`config.mk`:
```
export PLATFORM = sky130hd
export DESIGN_NAME = circle_seg_animator
export DESIGN_NICKNAME = d
export VERILOG_FILES = /design/src/rtl/circle7seg_pkg.sv /design/src/rtl/circle_seg_animator_tick_edge.sv /design/src/rtl/circle_seg_animator.sv
export SDC_FILE = /design/constraint.sdc
export NUM_CORES = 1
export LEC_CHECK = 0
export CORE_AREA = 2 2 89 91
export DETAILED_ROUTE_END_ITERATION = 12
export DIE_AREA = 0 0 91 93
export DONT_BUFFER_PORTS = 1
export GPL_TIMING_DRIVEN = 0
export PLACE_DENSITY = 0.53
export SKIP_CTS_REPAIR_TIMING = 1
export SYNTH_ARGS = -nofsm -noshare
export SYNTH_HDL_FRONTEND = slang
export SYNTH_SLANG_ARGS = --single-unit
```
`constraint.sdc`:
```
create_clock -name clk_i -period 6.2 [get_ports clk_i]
set_clock_uncertainty 0.2 [all_clocks]
set_input_delay 0.93 -clock clk_i [delete_from_list [all_inputs] [get_ports clk_i]]
set_output_delay 0.93 -clock clk_i [all_outputs]
set_load 0.01 [all_outputs]
```
`src/rtl/circle7seg_pkg.sv`:
```
// Shared types and ring geometry for the 7-segment circle animator.
//   SEG_A..SEG_G : bit index of each segment inside seg_t ({g,f,e,d,c,b,a})
//   seg_t        : one digit's segment vector
//   anim_state_e : animator FSM states
//   ring_to_seg  : maps a clockwise ring position to {digit, segment}
package circle7seg_pkg;

    localparam int unsigned SEG_A = 0;
    localparam int unsigned SEG_B = 1;
    localparam int unsigned SEG_C = 2;
    localparam int unsigned SEG_D = 3;
    localparam int unsigned SEG_E = 4;
    localparam int unsigned SEG_F = 5;
    localparam int unsigned SEG_G = 6;

    typedef logic [6:0] seg_t;

    typedef enum logic [1:0] {
        IDLE,
        RUN,
        FREEZE
    } anim_state_e;

    typedef struct packed {
        logic [7:0] digit;
        logic [2:0] seg;
    } ring_loc_t;

    // Clockwise around the outer ring: top row left->right, right side down,
    // bottom row right->left, left side up. Digit 0 is leftmost.
    function automatic ring_loc_t ring_to_seg(input int unsigned pos, input int unsigned n);
        ring_loc_t loc;
        if (pos < n) begin
            loc.digit = 8'(pos);
            loc.seg   = 3'(SEG_A);
        end else if (pos == n) begin
            loc.digit = 8'(n - 1);
            loc.seg   = 3'(SEG_B);
        end else if (pos == n + 1) begin
            loc.digit = 8'(n - 1);
            loc.seg   = 3'(SEG_C);
        end else if (pos <= 2 * n + 1) begin
            loc.digit = 8'(2 * n + 1 - pos);
            loc.seg   = 3'(SEG_D);
        end else if (pos == 2 * n + 2) begin
            loc.digit = 8'd0;
            loc.seg   = 3'(SEG_E);
        end else begin
            loc.digit = 8'd0;
            loc.seg   = 3'(SEG_F);
        end
        return loc;
    endfunction

endpackage

```
`src/rtl/circle_seg_animator_tick_edge.sv`:
```
// Rising-edge detector for a prescaler tick: one history register, combinational edge.
//   clk_i  : clock
//   rst_i  : synchronous active-high reset (history cleared to 0)
//   tick   : incoming tick level
//   rise_c : high for the cycle in which tick is 1 and was 0 last cycle
module tick_edge (
    input  logic clk_i,
    input  logic rst_i,
    input  logic tick,
    output logic rise_c
);

    logic tick_q;

    // History register
    always_ff @(posedge clk_i) begin
        if (rst_i) begin
            tick_q <= 1'b0;
        end else begin
            tick_q <= tick;
        end
    end

    assign rise_c = tick & ~tick_q;

endmodule

```
`src/rtl/circle_seg_animator.sv`:
```
// Drives a multiplexed 7-segment display with a lit trail running around its outer ring.
//   clk_i, rst_i      : clock, synchronous active-high reset
//   step_i, scan_i    : animation / multiplex ticks (rising edge counts once)
//   run_i, freeze_i   : animate enable / hold current frame
//   dir_i             : 0 clockwise, 1 counter-clockwise
//   pos_o, wrap_o     : head position and one-cycle wrap pulse
//   an_o, seg_o       : registered digit enables and segments {g,f,e,d,c,b,a}
module circle_seg_animator
    import circle7seg_pkg::*;
#(
    parameter int unsigned NUM_DIGITS = 4,
    parameter int unsigned TRAIL      = 3,
    parameter bit          ACTIVE_LOW = 1'b1,
    localparam int unsigned P  = 2 * NUM_DIGITS + 4,
    localparam int unsigned PW = $clog2(P)
) (
    input  logic                  clk_i,
    input  logic                  rst_i,
    input  logic                  step_i,
    input  logic                  scan_i,
    input  logic                  run_i,
    input  logic                  freeze_i,
    input  logic                  dir_i,
    output logic [PW-1:0]         pos_o,
    output logic                  wrap_o,
    output logic [NUM_DIGITS-1:0] an_o,
    output seg_t                  seg_o
);

    localparam int unsigned DW = (NUM_DIGITS > 1) ? $clog2(NUM_DIGITS) : 1;

    logic                  step_c;
    logic                  scan_c;
    anim_state_e           state_q;
    anim_state_e           state_d;
    logic [PW-1:0]         pos_d;
    logic                  wrap_d;
    logic [DW-1:0]         dig_q;
    logic [DW-1:0]         dig_d;
    logic [NUM_DIGITS-1:0] an_d;
    seg_t                  seg_d;

    tick_edge u_step_edge (
        .clk_i  (clk_i),
        .rst_i  (rst_i),
        .tick   (step_i),
        .rise_c (step_c)
    );

    tick_edge u_scan_edge (
        .clk_i  (clk_i),
        .rst_i  (rst_i),
        .tick   (scan_i),
        .rise_c (scan_c)
    );

    // Next state, head position and wrap pulse
    always_comb begin
        state_d = state_q;
        pos_d   = pos_o;
        wrap_d  = 1'b0;
        case (state_q)
            IDLE:    if (run_i) state_d = RUN;
            RUN:     if (!run_i) state_d = IDLE; else if (freeze_i) state_d = FREEZE;
            FREEZE:  if (!run_i) state_d = IDLE; else if (!freeze_i) state_d = RUN;
            default: state_d = IDLE;
        endcase
        if (state_q == RUN && run_i && step_c) begin
            if (dir_i) begin
                if (pos_o == '0) begin
                    pos_d  = PW'(P - 1);
                    wrap_d = 1'b1;
                end else begin
                    pos_d = pos_o - PW'(1);
                end
            end else begin
                if (pos_o == PW'(P - 1)) begin
                    pos_d  = '0;
                    wrap_d = 1'b1;
                end else begin
                    pos_d = pos_o + PW'(1);
                end
            end
        end
        // Parking at 0 also swallows a step edge coincident with run_i falling
        if (state_d == IDLE) begin
            pos_d  = '0;
            wrap_d = 1'b0;
        end
    end

    // Scan digit counter
    always_comb begin
        dig_d = dig_q;
        if (scan_c) begin
            dig_d = (dig_q == DW'(NUM_DIGITS - 1)) ? '0 : dig_q + DW'(1);
        end
    end

    // Segment image of the scanned digit; trail sits behind the head for the current dir_i.
    // Blanking keys off the next state so the frame goes dark together with the park.
    always_comb begin
        seg_t        lit;
        int unsigned p;
        ring_loc_t   loc;
        lit = '0;
        p   = 0;
        loc = '0;
        for (int unsigned i = 0; i < TRAIL; i++) begin
            p   = dir_i ? (32'(pos_o) + i) % P : (32'(pos_o) + P - i) % P;
            loc = ring_to_seg(p, NUM_DIGITS);
            if (loc.digit == 8'(dig_q)) lit[loc.seg] = 1'b1;
        end
        if (state_d == IDLE) lit = '0;
        an_d  = NUM_DIGITS'(1) << dig_q;
        seg_d = ACTIVE_LOW ? ~lit : lit;
        if (ACTIVE_LOW) an_d = ~an_d;
    end

    // State and output registers
    always_ff @(posedge clk_i) begin
        if (rst_i) begin
            state_q <= IDLE;
            pos_o   <= '0;
            wrap_o  <= 1'b0;
            dig_q   <= '0;
            an_o    <= {NUM_DIGITS{ACTIVE_LOW}};
            seg_o   <= {7{ACTIVE_LOW}};
        end else begin
            state_q <= state_d;
            pos_o   <= pos_d;
            wrap_o  <= wrap_d;
            dig_q   <= dig_d;
            an_o    <= an_d;
            seg_o   <= seg_d;
        end
    end

endmodule

```
==> summary.md <==
| Metric | Value |
|---|---|
| GR peak layer | met2 |
| Setup repair after global routing missed its margin | false |
| Clock Latency Late Sink | 260 ps |
| DRT antenna net count | 0 |
| Crit path DAT | 5480 ps |
| Hold Fails Final Rpt | 0 |
| Number of global-route vias before repair | 2954 |
| Mapped Area | 3127 sq um |
| Final Instance Area | 3309 sq um |
| Largest net degree at the start of global routing | 15 |
| Synth unique cells | 81 |
| Vias per cell | 5.843 |
| Slew HR | 49.18% |
| CP Capture Type | flip-flop |
| Peak VDD IR | 86.72 uV |
| Diode count | 0 |
| Leakage | 1.250 nW |
| Final net count | 452 |
| Met1 Use GR | 28.33% |
| Syn_nets | 447 |
| Crit path required time | 6160 ps |
| Yosys reg bits | 22 |
| Worst-path clk slew | 80 ps |
| Layout cells sized above 1 | 10.87% |
| Critical Path Start Type | flip-flop |
| GP Congestion | 0.8757 |
| Critical path, cell by cell | inv_1, ha_1, buf_4, mux2i_1, ha_1, or3b_2, nand2_1, mux2i_1, ha_1, nor2b_1, o221ai_1, a21oi_1, nand2_1, a21boi_1, xnor2_1, nand3_1, or2_1, or4_1, and3_1 |
| Drt drc | 0 |
| Total GRT Usage | 20.77% |
| Commonest non-fill, non-tap cells in the layout | nand2_1, nor2_1, ha_1, o21ai_0, dfxtp_1 |
| Final Cycle Share | 89.04% |
| Num CTS Buffers | 3 |
| Grt met3 use | 1.773% |
| Status | complete, no violations |
| Pwr per Cell Area | 106.2 nW/um^2 |
| Most used DFF post-synth | dfxtp_1 |
| WP depth | 19 |
| Most used cell, CP | ha_1 |
| H-tree depth | 1 |
| Area of the core | 7527 sq um |
| Worst path buffer plus inverter count | 2 |
| Row cnt | 32 |
| CTS tree | built |
| Sink Count | 22 |
| I/O Pins | 23 |
| Vias | 3015 |
| Setup-failing EPs final | 0 |
| Number of cells after detailed placement | 512 |
| YS warnings | 0 |
| Worst hold path type | reg2reg |
| Kind of critical path | reg2reg |
| Setup ws final | 679.3 ps |
| Port bufs | 0 |
| Post-synthesis async set-or-reset flop share | 0% |
| Post-Place Setup Slack | 708.9 ps |
| First-pass iteration count of the detailed router | 4 |
| Slew @ Worst Pin | 761.3 ps |
| Drt wl/cell | 16.65 microns |
| Full die area | 8463 sq um |
| Clk root buf | clkbuf_8 |
| Number of synthesized flops with an enable pin | 0 |
| Starting density of the core | 41.54% |
| Antenna violations before repair | 0 |
| Crit-path max FO | 14 |
| DPL Wire Length | 6649 microns |
| Initial DRC Count | 141 |
| Syn Inst Count | 410 |
| Die width | 91 microns |
| Non-Filler Instances | 516 |
| CP max stage cell | dfxtp_1 |
| Remaining Overflow, GRT | 0 |
| Total negative setup slack | 0 ps |
| Sequential element share of the synthesized area | 14.09% |
| Final min period | 5521 ps |
| CP peak stage delay | 820 ps |
| Kind of cell adding the most delay to the critical path | simple AND/OR/NAND/NOR gates |
| Max Slew Vio Count | 0 |
| Area Growth Syn to Fin | 5.842% |
| M2 GR Usage | 35.86% |
| Clk buf depth | 2 |
| R2R depth | 19 |
| First-pass GRT wire length | 14720 microns |
| Chip height | 93 microns |
| Commonest non-fill, non-tap cell in the layout | nand2_1 |
| WHS Path Cells | 2 |
| Max cap viols | 0 |
| Post-placement cell area | 3254 sq um |
| Final wirelength | 8592 microns |
| Syn avg cell area | 7.626 sq um |
| Fmax | 0.1811 GHz |
sequential cells by signal, summed over array words and instances, names as in the netlist:
name / count
an_o: 4
dig_q: 2
pos_o: 4
seg_o: 7
state_q: 2
u_scan_edge.tick_q: 1
u_step_edge.tick_q: 1
wrap_o: 1
worst min-delay path, cell delays in order, from the launching register on:
cell and delay, ps:
dfxtp_1 360, o21a_1 130, nor2_1 40
path summary, 6_finish.rpt:
kind                end       start  slack, ps
max            seg_o[1]    pos_o[2]        680
min          state_q[0]  state_q[1]        360
max reg2reg    seg_o[1]    pos_o[2]        680
min reg2reg  state_q[0]  state_q[1]        360
synthesized netlist by cell type (6+ instances only):
| cell type | number | area share (%) |
|---|---|---|
| a211oi_1 | 10 | 2.4 |
| a21oi_1 | 20 | 3.2 |
| and2_1 | 6 | 1.2 |
| and3_1 | 6 | 1.2 |
| clkbuf_1 | 11 | 1.3 |
| dfxtp_1 | 22 | 14 |
| ha_1 | 30 | 12 |
| inv_1 | 10 | 1.2 |
| mux2i_1 | 7 | 2.2 |
| nand2_1 | 40 | 4.8 |
| nand2b_1 | 11 | 2.2 |
| nand3_1 | 12 | 1.9 |
| nand4_1 | 6 | 1.2 |
| nor2_1 | 38 | 4.6 |
| nor3_1 | 15 | 2.4 |
| o21ai_0 | 22 | 3.5 |
| o22ai_1 | 6 | 1.2 |
| xnor2_1 | 17 | 4.8 |
through the flow:
stage	hold slack, ps	total power [mW]	utilization (%)
detailed placement	347.0	0.2522	43.23
finish	358.2	0.3515	43.97
global route	430.3	0.3734	43.97
CTS	358.7	0.3540	43.97
global placement	336.2	0.2515	43.23
floorplan	319.4	0.2326	-
metal layers:
layer  up-vias  wire length, microns
met5         -                     0
met4         0                   114
met3        11                   216
met2        59                  4094
met1      1409                  4166
li1       1536                     -
power by group:
| group | switching [mW] | internal [mW] | leakage [nW] |
|---|---|---|---|
| combinational | 0.0587 | 0.0396 | 1.04 |
| clock | 0.0453 | 0.0565 | 0.0288 |
| sequential | 0.00458 | 0.147 | 0.180 |
| total | 0.109 | 0.243 | 1.25 |
layout make-up:
type	count	area, sq um
fill	838	4218
multi-input combinational	353	2495
clock buffer	4	55.05
buffer	23	146.4
tap	102	127.6
inverter	12	45.04
sequential	22	440.4
cells by family after synthesis:
family | Yosys count | synth area share (%)
fa+ha+maj | 30 | 12.00
flops | 22 | 14.09
simple gates | 169 | 28.61
buf+inv | 35 | 6.122
compound gates | 123 | 29.33
xor+xnor | 19 | 5.562
other cells | 1 | 0.1199
mux | 11 | 4.162
Power figures use the tool's default switching activity.
